`src/rtl/sdi_pkg.sv`:
```
// Shared SDI definitions: controller states, video-mode encodings and mode range check.
package sdi_pkg;

  localparam int unsigned MODE_W = 3;

  typedef enum logic [1:0] {
    ST_HOLD    = 2'd0,
    ST_PATTERN = 2'd1,
    ST_LIVE    = 2'd2
  } sdi_state_e;

  typedef enum logic [MODE_W-1:0] {
    MODE_720P50  = 3'd0,
    MODE_720P60  = 3'd1,
    MODE_1080I50 = 3'd2,
    MODE_1080I60 = 3'd3,
    MODE_1080P30 = 3'd4
  } sdi_mode_e;

  localparam logic [MODE_W-1:0] MODE_MAX = MODE_1080P30;

  // True when the encoding names a supported video mode.
  function automatic logic mode_is_valid(input logic [MODE_W-1:0] mode);
    return mode <= MODE_MAX;
  endfunction

endpackage

```
`src/rtl/sdi_frame_edge.sv`:
```
// Registers the frame-valid level and emits one-cycle frame start/end pulses.
module sdi_frame_edge (
  input  logic i_sdi_clk,
  input  logic i_rst,
  input  logic i_fval,
  output logic o_frame_start,
  output logic o_frame_end
);

  logic fval_d;

  // Edge detection against the previous fval sample.
  always_ff @(posedge i_sdi_clk) begin
    if (i_rst) begin
      fval_d        <= 1'b0;
      o_frame_start <= 1'b0;
      o_frame_end   <= 1'b0;
    end else begin
      fval_d        <= i_fval;
      o_frame_start <= i_fval & ~fval_d;
      o_frame_end   <= ~i_fval & fval_d;
    end
  end

endmodule

```
`src/rtl/sdi_tx_ctrl.sv`:
```
// HD-SDI transmit controller: path reset, mode switching and live/pattern source
// selection, with every switch aligned to a frame boundary.
module sdi_tx_ctrl
  import sdi_pkg::*;
#(
  parameter int unsigned       FILL_THRESH    = 8000,
  parameter int unsigned       RST_CYCLES     = 16,
  parameter int unsigned       UNDERRUN_LIMIT = 3,
  parameter logic [MODE_W-1:0] DEFAULT_MODE   = 3'd0
) (
  input  logic              i_sdi_clk,
  input  logic              i_rst,
  input  logic [MODE_W-1:0] i_mode_req,
  input  logic              i_mode_req_vld,
  input  logic [13:0]       i_fifo_rd_count,
  input  logic              i_fifo_empty,
  input  logic              i_sof_at_head,
  input  logic              i_fval,
  input  logic              i_data_req,
  output logic [MODE_W-1:0] o_video_mode,
  output logic              o_path_rst,
  output logic              o_sdi_enable,
  output logic              o_src_sel,
  output logic              o_mode_ack,
  output logic              o_mode_err,
  output logic [7:0]        o_underrun_cnt,
  output logic [1:0]        o_state
);

  localparam int unsigned      CNT_W    = $clog2(RST_CYCLES);
  localparam logic [CNT_W-1:0] CNT_LAST = CNT_W'(RST_CYCLES - 1);
  localparam logic [13:0]      THRESH   = 14'(FILL_THRESH);
  localparam logic [7:0]       ULIM     = 8'(UNDERRUN_LIMIT);

  sdi_state_e        state;
  logic [CNT_W-1:0]  cnt;
  logic              ack_due;
  logic              pend_vld;
  logic [MODE_W-1:0] pend_mode;
  logic [7:0]        consec;
  logic              uflag;
  logic              frame_end;
  logic              frame_start_unused;

  logic              underrun_c;
  logic              frame_bad_c;
  logic              hold_done_c;
  logic              apply_c;
  logic              live_ok_c;
  logic [7:0]        consec_inc_c;
  logic              fallback_c;

  sdi_frame_edge u_frame_edge (
    .i_sdi_clk     (i_sdi_clk),
    .i_rst         (i_rst),
    .i_fval        (i_fval),
    .o_frame_start (frame_start_unused),
    .o_frame_end   (frame_end)
  );

  assign o_state = state;

  // Per-cycle decisions shared by the state register block.
  always_comb begin
    underrun_c   = (state == ST_LIVE) && i_data_req && i_fifo_empty;
    frame_bad_c  = uflag || underrun_c;
    hold_done_c  = (state == ST_HOLD) && (cnt == CNT_LAST);
    apply_c      = pend_vld && (hold_done_c || (frame_end && (state != ST_HOLD)));
    live_ok_c    = (i_fifo_rd_count >= THRESH) && i_sof_at_head;
    consec_inc_c = (consec == 8'hFF) ? consec : consec + 8'd1;
    fallback_c   = frame_bad_c && (consec_inc_c >= ULIM);
  end

  // Controller state, registered outputs, underrun accounting and pending mode.
  always_ff @(posedge i_sdi_clk) begin
    if (i_rst) begin
      state          <= ST_HOLD;
      cnt            <= '0;
      o_video_mode   <= DEFAULT_MODE;
      o_path_rst     <= 1'b1;
      o_sdi_enable   <= 1'b0;
      o_src_sel      <= 1'b1;
      o_mode_ack     <= 1'b0;
      o_mode_err     <= 1'b0;
      o_underrun_cnt <= '0;
      ack_due        <= 1'b0;
      pend_vld       <= 1'b0;
      pend_mode      <= DEFAULT_MODE;
      consec         <= '0;
      uflag          <= 1'b0;
    end else begin
      o_mode_ack <= 1'b0;
      o_mode_err <= 1'b0;

      if (apply_c) begin
        state        <= ST_HOLD;
        cnt          <= '0;
        o_video_mode <= pend_mode;
        ack_due      <= 1'b1;
        o_path_rst   <= 1'b1;
        o_sdi_enable <= 1'b0;
        o_src_sel    <= 1'b1;
      end else begin
        case (state)
          ST_HOLD: begin
            if (hold_done_c) begin
              state        <= ST_PATTERN;
              o_path_rst   <= 1'b0;
              o_sdi_enable <= 1'b1;
              o_src_sel    <= 1'b1;
              o_mode_ack   <= ack_due;
              ack_due      <= 1'b0;
            end else begin
              cnt <= cnt + 1'b1;
            end
          end
          ST_PATTERN: begin
            if (frame_end && live_ok_c) begin
              state     <= ST_LIVE;
              o_src_sel <= 1'b0;
            end
          end
          ST_LIVE: begin
            if (frame_end && fallback_c) begin
              state     <= ST_PATTERN;
              o_src_sel <= 1'b1;
            end
          end
          default: begin
            state        <= ST_HOLD;
            cnt          <= '0;
            o_path_rst   <= 1'b1;
            o_sdi_enable <= 1'b0;
            o_src_sel    <= 1'b1;
          end
        endcase
      end

      // Underrun frames are tallied once per frame, only while live.
      if ((state == ST_LIVE) && frame_end) begin
        if (frame_bad_c) begin
          consec <= consec_inc_c;
          if (o_underrun_cnt != 8'hFF) o_underrun_cnt <= o_underrun_cnt + 8'd1;
        end else begin
          consec <= '0;
        end
      end else if ((state == ST_PATTERN) && frame_end && live_ok_c) begin
        consec <= '0;
      end

      if (frame_end) uflag <= 1'b0;
      else if (underrun_c) uflag <= 1'b1;

      // A new request lands after any apply this cycle, so it is never lost.
      if (apply_c) pend_vld <= 1'b0;
      if (i_mode_req_vld) begin
        if (mode_is_valid(i_mode_req)) begin
          pend_vld  <= 1'b1;
          pend_mode <= i_mode_req;
        end else begin
          o_mode_err <= 1'b1;
        end
      end
    end
  end

endmodule

```
`config.mk`:
```
export PLATFORM = sky130hd
export DESIGN_NAME = sdi_tx_ctrl
export DESIGN_NICKNAME = d
export VERILOG_FILES = /design/src/rtl/sdi_pkg.sv /design/src/rtl/sdi_frame_edge.sv /design/src/rtl/sdi_tx_ctrl.sv
export SDC_FILE = /design/constraint.sdc
export NUM_CORES = 1
export LEC_CHECK = 0
export CELL_PAD_IN_SITES_DETAIL_PLACEMENT = 0
export CELL_PAD_IN_SITES_GLOBAL_PLACEMENT = 1
export CORE_MARGIN = 4
export CORE_UTILIZATION = 34
export CTS_CLUSTER_DIAMETER = 100
export DETAILED_ROUTE_END_ITERATION = 10
export PLACE_DENSITY_LB_ADDON = 0.1
export SYNTH_ARGS = -nofsm -noshare
export SYNTH_HDL_FRONTEND = slang
export SYNTH_SLANG_ARGS = --single-unit
```
`constraint.sdc`:
```
create_clock -name i_sdi_clk -period 2.4 [get_ports i_sdi_clk]
set_input_delay 0.36 -clock i_sdi_clk [delete_from_list [all_inputs] [get_ports i_sdi_clk]]
set_output_delay 0.36 -clock i_sdi_clk [all_outputs]
set_load 0.005 [all_outputs]
```
### Yosys cells after proc, flatten, opt, wreduce, memory -nomap -nowiden

Cells that the tools add are included.

* bits of input ports: 24
* logic and storage cells: 90
* register bits after elaboration: 38
* output and inout port bits: 18

* reduce and logical (&&, ||, !) cells: 30
* $lt $le $gt $ge: 3
* bitwise operators: 6
* mux-type cells: 23
* add/sub/neg operators: 3
* equality and inequality tests: 9

Operator list (number)
* $mux 8: 4
* $add 8x1->8 const B: 2
* $ge 14x13->1 const B: 1
* $logic_and 1x1->1: 12
* $mux 1: 10
* $eq 8x8->1 const B: 1
* $ge 8x2->1 const B: 1
* $ne 8x8->1 const B: 1
* $pmux 4 s2: 1
* $reduce_and 2->1: 4
* $reduce_bool 2->1: 4
* $reduce_or 2->1: 4
* $mux 2: 3
* $ne 2x2->1 const B: 3
* $pmux 2 s3: 1
* $reduce_and 3->1: 2
* $not 1->1: 5
* $add 4x1->4 const B: 1
* $eq 4x4->1 const B: 1
* $mux 4: 1
* $pmux 1 s2: 2
* $reduce_or 4->1: 1
* $le 3x3->1 const B: 1
* $pmux 1 s3: 1
* other kinds (6): 7

### Longest topological paths before layout

* depth after elaboration: 8
* mapped depth: 9
* depth with buffers taken out: 7

### Modules after synthesis

Synthesis repeated with hierarchy kept, for this count alone.

* cell total of the unflattened synthesis: 226
* area, all modules: 1903.1 sq um

By module, submodules not included
* sdi_tx_ctrl: cells an instance 220, area each 1811.7 sq um, instances 1
* sdi_frame_edge: cells an instance 6, area each 91.3 sq um, instances 1

### Worst setup path after synthesis

No wires, ideal clock.

* kind: register -> register
* start: register state[0], in the netlist o_state[0]
* end: register state[0], in the netlist o_state[0]
* data required time: 2.328 ns
* clock period less this slack: 1.912 ns
* stages on the path, launching flop included: 10
* buffers on the path: 2
* path slack: 0.488 ns
* arrival: 1.840 ns
* path through: dfxtp_1 inv_1 ha_1 buf_6 and4_4 buf_6 o21ai_4 nand2b_4 or3_1 mux2i_1

* cells in the longest elaborated chain, start to end: 8
* elaborated cells on any way between the ends: 19

Ends and longest elaborated chain
* start, declared: RTL line sdi_tx_ctrl.sv:35 `sdi_state_e state;`
* start signal, assigned: RTL line sdi_tx_ctrl.sv:77 `state <= ST_HOLD;`
* start signal, assigned: RTL line sdi_tx_ctrl.sv:96 `state <= ST_HOLD;`
* start signal, assigned: RTL line sdi_tx_ctrl.sv:107 `state <= ST_PATTERN;`
* $eq 2x2->1: RTL line sdi_tx_ctrl.sv:65, sdi_tx_ctrl.sv:104
* $logic_and 1x1->1 (2 in series): RTL line sdi_tx_ctrl.sv:65 `underrun_c = (state == ST_LIVE) && i_data_req && i_fifo_empty;`
* $logic_or 1x1->1: RTL line sdi_tx_ctrl.sv:66 `frame_bad_c = uflag || underrun_c;`
* $logic_and 1x1->1: RTL line sdi_tx_ctrl.sv:71 `fallback_c = frame_bad_c && (consec_inc_c >= ULIM);`
* $logic_and 1x1->1: RTL line sdi_tx_ctrl.sv:124 `if (frame_end && fallback_c) begin`
* $ne 2x1->1 (no line)
* $reduce_and 3->1 (no line)

Several ways; a longest one is shown, not always the timed one.
A chain may end at the register's enable or synchronous reset.

### Final worst setup path

* start: register consec[0]
* end: register state[0], in the netlist o_state[0]

* cells in the longest elaborated chain, start to end: 7
* elaborated cells on any way between the ends: 8

Ends and longest elaborated chain
* start, declared: RTL line sdi_tx_ctrl.sv:40 `logic [7:0] consec;`
* start signal, assigned: RTL line sdi_tx_ctrl.sv:142 `consec <= consec_inc_c;`
* $add 8x1->8 / $eq 8x8->1 (equally long branches): RTL line sdi_tx_ctrl.sv:70 `consec_inc_c = (consec == 8'hFF) ? consec : consec + 8'd1;`
* $mux 8 (*): RTL line sdi_tx_ctrl.sv:70
* $ge 8x2->1 (*): RTL line sdi_tx_ctrl.sv:71
* $logic_and 1x1->1 (*): RTL line sdi_tx_ctrl.sv:71
* $logic_and 1x1->1 (*): RTL line sdi_tx_ctrl.sv:124
* $ne 2x1->1 (no line) (*)
* $reduce_and 3->1 (no line) (*)
* end signal, assigned: RTL line sdi_tx_ctrl.sv:77
* end signal, assigned: RTL line sdi_tx_ctrl.sv:125 `state <= ST_PATTERN;`
* end signal, assigned: RTL line sdi_tx_ctrl.sv:130 `state <= ST_HOLD;`

Every way passes the cells marked *; elsewhere a longest branch is shown, timed or not.

==> results.yml <==
synth:
  synth_fp_nets: 252
  synth-compound-area-share_pct: 22.4
  synth_mux_area_share_pct: 2.62
  synth.area.top_cells: "dfxtp_1 40%, a21oi_1 4.7%, ha_1 4.6%"
  synth_top_family_by_area: "simple AND/OR/NAND/NOR gates"
  ys_warn_count: 0
  synthSimpleGateAreaFrac_pct: 23.3
  yosysTopAreaCell: "dfxtp_1"
  synth_commonest_cells: "38 x dfxtp_1, 21 x nand2_1, 18 x a21oi_1, 17 x nor2_1, 11 x o21ai_0"
  synth_seq_cells: 38
  avgSynthCellArea_um2: 8.64
  synth_xor_area_share_pct: 2.75
  synth_top_area_share_pct: 39.8
  synth_area_um2: 1910
  async_flop_share_pct: 0
  synth.distinct_cells: 48
  netlist_instances: 221
  synth_seq_area_share_pct: 39.8
  synth-adder-area-share_pct: 4.59
  synth-edff-count: 0
  synth_flop_cell: "dfxtp_1"
  yosysMostFrequentCell: "dfxtp_1"
critical_path:
  crit_top_cell: "and4_1"
  startpoint_type: "register"
  r2r-end: "o_state[0]"
  r2r_cells: 6
  end_kind: "register"
  cp-startpoint: "consec[0]"
  cp_num_buf_inv: 0
  worstPathRequired_ps: 2620
  slowest_stage: "dfxtp_1"
  crit_end: "o_state[0]"
  critical_path_class: "register to register"
  worstPathArrival_ps: 2310
  path_cells: "ha_1 > and4_1 > and4_1 > o221ai_1 > o211ai_1 > mux2i_1"
  cp_max_fo: 9
  r2r_slack_ps: 310
  slowest_delay_ps: 480
  r2r-start: "consec[0]"
  worst-path-stages: 6
  crit_family: "compound AO/OA/AOI/OAI gates"
pwr:
  power_leakage_uw: 0.000882
  ir_worst_vdd_v: 0.000266
  power.density_nw_per_um2: 523
sta:
  worst_pin_slew_ps: 474
  rsz0062_at_grt: "no"
  fmax_mhz: 478
  min_period_ps: 2090
  tns_ps: 0
  maxSlewHeadroom_pct: 68.4
  hold_violations: 0
  period_share_pct: 87.1
  finalSetupViolCount: 0
  layout_setup_ws_ps: 309
  skew_ps: 9.17
  drv_slew: 0
die:
  ioPinCount: 42
  row_count: 27
  initial_core_util_pct: 34.9
  die_w_um: 82.9
  die_h_um: 82.9
  core-area_um2: 5470
  design.die.area_um2: 6880
placed_design:
  dp.cells: 321
  place_congestion: 0.737
  pre_cts_ws_ps: 356
  port-buffer-count: 35
  dp_hpwl_um: 3200
clock_tree:
  cts-root-buf: "clkbuf_8"
  cts_tree: "yes"
  clockBufferDepth: 2
  htreeDepth: 2
  clk_latency_ps: 290
  cts_resized: 0
  cts.sinks: 38
  clkTransAtPathRegs_ps: 80
  postCtsHoldBufs: 0
  cts_buffers: 5
  cts_setup_buffers: 0
layout:
  nets: 287
  multi_input_area_um2: 1060
  area_growth_pct: 27.3
  fin_cells: 329
  diodes: 0
  seqCellArea_um2: 761
  fillers: 575
  layout-drive-gt1-share_pct: 8.17
route:
  ant_nets: 0
  via_count: 1717
  wire_per_inst_um: 13.7
  first_pass_iters: 4
  drt-initial-drc-count: 60
  post-route-drc-count: 0
  via_per_inst: 5.22
  routed_wl_um: 4510
global_route:
  overflow: 0
  grt_max_degree: 18
  antenna_found_initial: 0
  grt_pass1_vias: 1660
  gr-usage-all-layers_pct: 13.7
  grt_pass1_wl_um: 7950
worst_hold_path:
  hold_path.class: "register to register"
status:
  status: "finished, final reports clean"
run:
  maxCapViolCount: 0
worst min path at each step:
stage | start | end | slack (ps) | cells after the start
floorplan | i_fval | u_frame_edge.o_frame_end | 440 | 1
global placement | ack_due | ack_due | 460 | 2
detailed placement | ack_due | ack_due | 460 | 2
CTS | ack_due | ack_due | 470 | 2
global route | u_frame_edge.fval_d | u_frame_edge.o_frame_end | 490 | 1
finish | ack_due | ack_due | 470 | 2
layout by cell type, fill, tap and decap left out, types with 6 or more instances in the layout:
master,Yosys,layout
inv_1,7,7
nor2_1,17,17
a211oi_1,6,6
a21oi_1,18,18
clkdlybuf4s50_1,0,35
o21ai_0,11,11
dfxtp_1,38,38
nand2_1,21,21
nand3_1,7,7
nor3_1,7,7
ha_1,7,7
worst min-delay path, stage by stage, from the launching register on:
cell	delay, ps
dfxtp_1	310
nand2b_1	60
a21oi_1	60
per-layer routing:
metal / global-route usage, % / up-vias / share of wire [%]
li1: - / 879 / -
met1: 18.5 / 787 / 50
met2: 20.8 / 45 / 43
met3: 4.56 / 6 / 5.8
met4: 4.01 / 0 / 1.3
met5: 0 / - / 0
flip-flops by register name (all words and copies together), names as in the netlist:
| name | flops |
|---|---|
| u_frame_edge.o_frame_end | 1 |
| o_video_mode | 3 |
| o_src_sel | 1 |
| pend_mode | 3 |
| u_frame_edge.fval_d | 1 |
| o_path_rst | 1 |
| ack_due | 1 |
| o_mode_err | 1 |
| cnt | 4 |
| o_underrun_cnt | 8 |
| o_mode_ack | 1 |
| o_state | 2 |
| uflag | 1 |
| o_sdi_enable | 1 |
| pend_vld | 1 |
| consec | 8 |
cells by family (layout without fill, tap and decap cells):
family          Yosys count  after routing
simple gates             84             84
compound gates           63             63
flops                    38             38
buf+inv                  18             54
fa+ha+maj                 7              7
xor+xnor                  6              6
mux                       5              5
power by group:
| part | total, uW | switching, uW | internal [uW] |
|---|---|---|---|
| Combinational | 75.7 | 32.2 | 43.4 |
| Clock | 546 | 240 | 306 |
| Sequential | 649 | 8.80 | 641 |
final cells by class:
cell class / count / area share (%)
well taps: 72 / 3.71
clock buffers: 5 / 2.83
flip-flops and latches: 38 / 31.3
repair buffers: 39 / 15.7
multi-input cells: 165 / 43.8
clock inverters: 3 / 1.65
inverters: 7 / 1.08
stage by stage:
step | util, % | total power (uW) | instance area, um^2 | hold WS, ps
after detailed placement | 42.4 | 740 | 2320 | 456
after floorplan | - | 695 | 1910 | 436
after CTS | 44.4 | 1290 | 2430 | 470
after global routing | 44.4 | 1330 | 2430 | 491
after global placement | 42.4 | 740 | 2320 | 457
final | 44.4 | 1270 | 2430 | 469
(Power assumes the default switching activity.)
==> RTL edit 1, RTL diff (same flow settings) <==
Register the output `o_underrun_cnt` once more, with the module's reset; this adds one clock of latency there. The other outputs are not delayed to match.
--- a/src/rtl/sdi_tx_ctrl.sv
+++ b/src/rtl/sdi_tx_ctrl.sv
@@ -31,6 +31,8 @@
   localparam logic [CNT_W-1:0] CNT_LAST = CNT_W'(RST_CYCLES - 1);
   localparam logic [13:0]      THRESH   = 14'(FILL_THRESH);
   localparam logic [7:0]       ULIM     = 8'(UNDERRUN_LIMIT);
+
+  logic [7:0] o_underrun_cnt_s0;
 
   sdi_state_e        state;
   logic [CNT_W-1:0]  cnt;
@@ -82,7 +84,7 @@
       o_src_sel      <= 1'b1;
       o_mode_ack     <= 1'b0;
       o_mode_err     <= 1'b0;
-      o_underrun_cnt <= '0;
+      o_underrun_cnt_s0 <= '0;
       ack_due        <= 1'b0;
       pend_vld       <= 1'b0;
       pend_mode      <= DEFAULT_MODE;
@@ -140,7 +142,7 @@
       if ((state == ST_LIVE) && frame_end) begin
         if (frame_bad_c) begin
           consec <= consec_inc_c;
-          if (o_underrun_cnt != 8'hFF) o_underrun_cnt <= o_underrun_cnt + 8'd1;
+          if (o_underrun_cnt_s0 != 8'hFF) o_underrun_cnt_s0 <= o_underrun_cnt_s0 + 8'd1;
         end else begin
           consec <= '0;
         end
@@ -164,5 +166,13 @@
     end
   end
 
+  always_ff @(posedge i_sdi_clk) begin
+    if (i_rst) begin
+      o_underrun_cnt <= '0;
+    end else begin
+      o_underrun_cnt <= o_underrun_cnt_s0;
+    end
+  end
+
 endmodule
 
Behaviour: no difference found for any inputs over 10 cycles, from zero or initial values and one cycle with i_rst high; that may be too few to reach the edited logic, so the function may still have changed.
==> RTL edit 1 against the unedited design <==
- synthesized cell count up 8.6%
- cell area up 10%
- setup slack better by 130 ps
- total power up 13%
- wire length up 0.16%
- maximum frequency up 6.7%
- core utilization up 0.38 points
- combinational power up 3.2%
- sequential power up 20%
- largest cell class unchanged
- synthesized area up 11%
- clock power up 5.7%
- sequential cell count up 8
==> RTL edit 1: results (changes against the unedited design) <==
* Status: finished clean
* Initial drt markers at 75 (+25%)
* Post-Place Cells at 350 (+9.0%)
* CP arrival at 2150 ps (-160 ps)
* Skew final at 2.87 ps (-6.29 ps)
* Syn_area_per_cell at 8.82 sq um (+2.0%)
* Cell Count, Final, Fillers Out at 358 (+8.8%)
* Sequential share of the synthesized area at 43.5% (+3.7 points)
* Critical path peak fanout at 6 (-3)
* GR Util met1 at 16.9% (-1.6 points)
* WL met3 at 311 um (+19%)
* R2r startpoint: cnt[0]$_SDFFE_PP0P_
* Post-synth top cells: dfxtp_1 (46), nor2_1 (26), nand2_1 (23)
* Tot GR Track Use at 12.8% (-0.92 points)
* Layout fillers at 605 (+5.2%)
* Vias in the first global route at 1691 (+1.9%)
* Clock net power at 0.577 mW (+5.7%)
* R2R depth at 7 (+1)
* TritonCTS buffer count at 5 (unchanged)
* Top Registers: consec: 8 flops, o_underrun_cnt: 8 flops, o_underrun_cnt_s0: 8 flops
* Layout Nets at 313 (+9.1%)
* Final WL at 4.52 mm (+0.16%)
* HPWL after DPL at 3.31 mm (+3.5%)
* Met2 Routed Length at 1.96 mm (+0.72%)
* R2R Setup Slk at 440 ps (+130 ps)
* First-pass DRT Iterations at 5 (+1)
* Layout cells sized above 1 at 9.19% (+1.0 points)
* Via count at 1769 (+3.0%)
* First-pass GRT wire length at 7.62 mm (-4.1%)
* Worst-Skew Late Latency at about 300 ps
* Largest net degree at the start of global routing at 28 (+10)
* GRT met3 Usage at 4.45% (-0.12 points)
* Internal power at 1.13 mW (+14%)
* Post-Route M1 WL at 2.19 mm (-2.3%)
* Worst Tran Pin Value at 490 ps (+16.1 ps)
* Comb. pwr at 0.0781 mW (+3.2%)
* Hold slack final at 455 ps (-14.2 ps)
* Clock share of power at 40.2% (-2.8 points)
* Top Family by Delay on Critical Path: simple AND/OR/NAND/NOR gates
* Worst path slowest cell: dfxtp_1
* Top cells by area, synth: dfxtp_1 (44%), nor2_1 (4.6%), ha_1 (4.1%), nand2_1 (4.1%), a21oi_1 (3.8%)
* Critical R2R Capture: o_src_sel$_SDFFE_PP1P_
* CP peak stage delay at 360 ps (-120 ps)
* Synth Net Count at 271 (+7.5%)
* Yosys cell types at 47 (-2.1%)
* GR Util met2 at 19.3% (-1.5 points)
* Static Leak at 0.975 nW (+11%)
* Worst VDD drop at 0.000251 V (-5.6%)
[RTL edit 1: cell types whose count changed in the layout (fill, tap and decap cells not counted), sizes merged, moves of 4 or more]
cell   unedited run  this run
a31o              4         0
dfxtp            38        46
and4              4         0
nor2             17        27
nor2b             3        12
buf               4        10
o31ai             4         0
[RTL edit 1: kinds of logic (layout without fill, tap and decap cells)]
logic type	Yosys count	after routing	share of synthesized area, %
xor gates and xnor gates	6	6	2.48
adders and majority gates	7	7	4.14
and+or+nand+nor	103	103	24.8
muxes	9	9	4.55
buffers and inverters	16	59	4.02
AOI/OAI and AO/OA	53	53	16.5
DFF	46	46	43.5
[RTL edit 1: worst min path at each step]
stage	start	to
after CTS	ack_due$_SDFFE_PP0P_	o_mode_ack$_SDFF_PP0_
final	ack_due$_SDFFE_PP0P_	o_mode_ack$_SDFF_PP0_
after detailed placement	ack_due$_SDFFE_PP0P_	o_mode_ack$_SDFF_PP0_
after global routing	ack_due$_SDFFE_PP0P_	ack_due$_SDFFE_PP0P_
after global placement	ack_due$_SDFFE_PP0P_	o_mode_ack$_SDFF_PP0_
after floorplan	ack_due$_SDFFE_PP0P_	o_mode_ack$_SDFF_PP0_
[RTL edit 1: metrics by stage]
step	instance area [sq um]	utilization, %	worst slack, ps
6_report	2680	44.8	439
5_1_grt	2680	44.8	291
4_1_cts	2680	44.8	425
3_5_place_dp	2570	42.9	133
3_3_place_gp	2570	42.9	159
2_1_floorplan	2120	-	582
[RTL edit 1: area by class of cell]
class | instances | area [sq um] | share of cell area [%]
inverters | 6 | 22.5 | 0.840
clock buffers | 6 | 72.6 | 2.71
repair buffers | 45 | 425 | 15.9
clock inverters | 2 | 37.5 | 1.40
multi-input cells | 178 | 1110 | 41.4
well taps | 75 | 93.8 | 3.50
flip-flops and latches | 46 | 921 | 34.3
==> RTL edit 2, RTL diff (same settings) <==
Made on the original files. Set the parameter `DEFAULT_MODE` to 3'd1 (it was 3'd0).
--- a/src/rtl/sdi_tx_ctrl.sv
+++ b/src/rtl/sdi_tx_ctrl.sv
@@ -6,7 +6,7 @@
   parameter int unsigned       FILL_THRESH    = 8000,
   parameter int unsigned       RST_CYCLES     = 16,
   parameter int unsigned       UNDERRUN_LIMIT = 3,
-  parameter logic [MODE_W-1:0] DEFAULT_MODE   = 3'd0
+  parameter logic [MODE_W-1:0] DEFAULT_MODE   = 3'd1
 ) (
   input  logic              i_sdi_clk,
   input  logic              i_rst,
Check against the original RTL: not equivalent (Yosys sat finds a counterexample within 4 cycles, from zero or initial values and one cycle with i_rst high).
==> RTL edit 2 against the unedited design <==
- total power up 11%
- largest power group is now clock
- sequential share of layout area down 0.096 points
- wire length up 0.55%
- setup slack better by 32 ps
- combinational power down 2.9%
- cell area up 0.31%
- maximum frequency up 1.5%
- clock power up 25%
- sequential cell count unchanged
- synthesized area down 0.72%
- hold slack worse by 2.7 ps
- highest routed layer unchanged
==> RTL edit 2: results (changes against the unedited design) <==
* Vias in the first global route at 1586 (-4.5%)
* Post-synthesis xor/xnor area fraction at 3.70% (+0.94 points)
* Met2 Routed Length at 1.79 mm (-7.8%)
* Worst VDD drop at 0.000238 V (-10%)
* Critical path peak fanout at 8 (-1)
* Worst setup margin at 340 ps (+31.6 ps)
* HPWL after DPL at 3.20 mm (about the same)
* Sequential share of the synthesized area at 40.1% (+0.29 points)
* Yosys cell types at 44 (-8.3%)
* Largest net degree at the start of global routing at 23 (+5)
* Layout Nets at 289 (+0.70%)
* Status: finished clean
* Final WL at 4.53 mm (+0.55%)
* GR Util met2 at 20.7% (-0.10 points)
* First-pass GRT wire length at 7.56 mm (-4.9%)
* Skew final at 10.1 ps (+0.956 ps)
* Mux contribution to synthesized area at 2.64% (+0.019 points)
* Adder-cell area share of the yosys netlist at 4.62% (+0.033 points)
* Hold Path Depth at 1 (-1)
* Static Leak at 0.875 nW (-0.70%)
* Rel. slew slack at 55.7% (-13 points)
* Placer Congestion at 0.742 (+0.76%)
* Synth Net Count at 255 (+1.2%)
* Post-synth top cells: dfxtp_1 (38), nand2_1 (21), a21oi_1 (20), nor2_1 (20), o21ai_0 (16)
* CP arrival at 2250 ps (-60 ps)
* Top cells by area, synth: dfxtp_1 (40%), a21oi_1 (5.3%), ha_1 (4.6%), o21ai_0 (4.2%), nand2_1 (4.2%)
[RTL edit 2: cell count changes in the layout (fill, tap and decap cells not counted), moves of 3 or more]
cell / before / now
nand3_1: 7 / 12
o21ai_0: 11 / 16
o31ai_1: 4 / 0
a211oi_1: 6 / 3
a31o_2: 3 / 0
nor2_1: 17 / 20
xnor2_1: 5 / 8
[RTL edit 2: stage by stage]
| step | std cells | power [mW] | hold slack (ps) | util [%] | instance area (sq um) |
|---|---|---|---|---|---|
| after CTS | 329 | 1.43 | 470 | 46.2 | 2440 |
| final | 329 | 1.41 | 467 | 46.2 | 2440 |
| after floorplan | 224 | 0.693 | 432 | - | 1900 |
| after global routing | 329 | 1.46 | 476 | 46.2 | 2440 |
| after global placement | 321 | 0.737 | 445 | 43.5 | 2290 |
| after detailed placement | 321 | 0.737 | 450 | 43.5 | 2290 |
[RTL edit 2: power breakdown]
group,leakage (nW),switching [mW],internal (mW)
clock network,0.0714,0.241,0.444
registers,0.308,0.00745,0.641
logic,0.496,0.0308,0.0427
[RTL edit 2: path summary, 6_finish.rpt]
check / from / endpoint
setup / recovery: consec[0]$_SDFFE_PP0P_ / o_state[1]$_SDFFE_PP0P_
hold / removal: u_frame_edge.fval_d$_SDFF_PP0_ / u_frame_edge.o_frame_end$_SDFF_PP0_
setup reg to reg: consec[0]$_SDFFE_PP0P_ / o_state[1]$_SDFFE_PP0P_
hold reg to reg: u_frame_edge.fval_d$_SDFF_PP0_ / u_frame_edge.o_frame_end$_SDFF_PP0_
[RTL edit 2: cell type report]
cell class	instances	area [sq um]
clock buffer	6	82.6
clock inverter	2	60.1
fill	556	2830
inverter	7	26.3
multi-input combinational	167	1040
sequential	38	761
tap	70	87.6
timing repair buffer	39	380
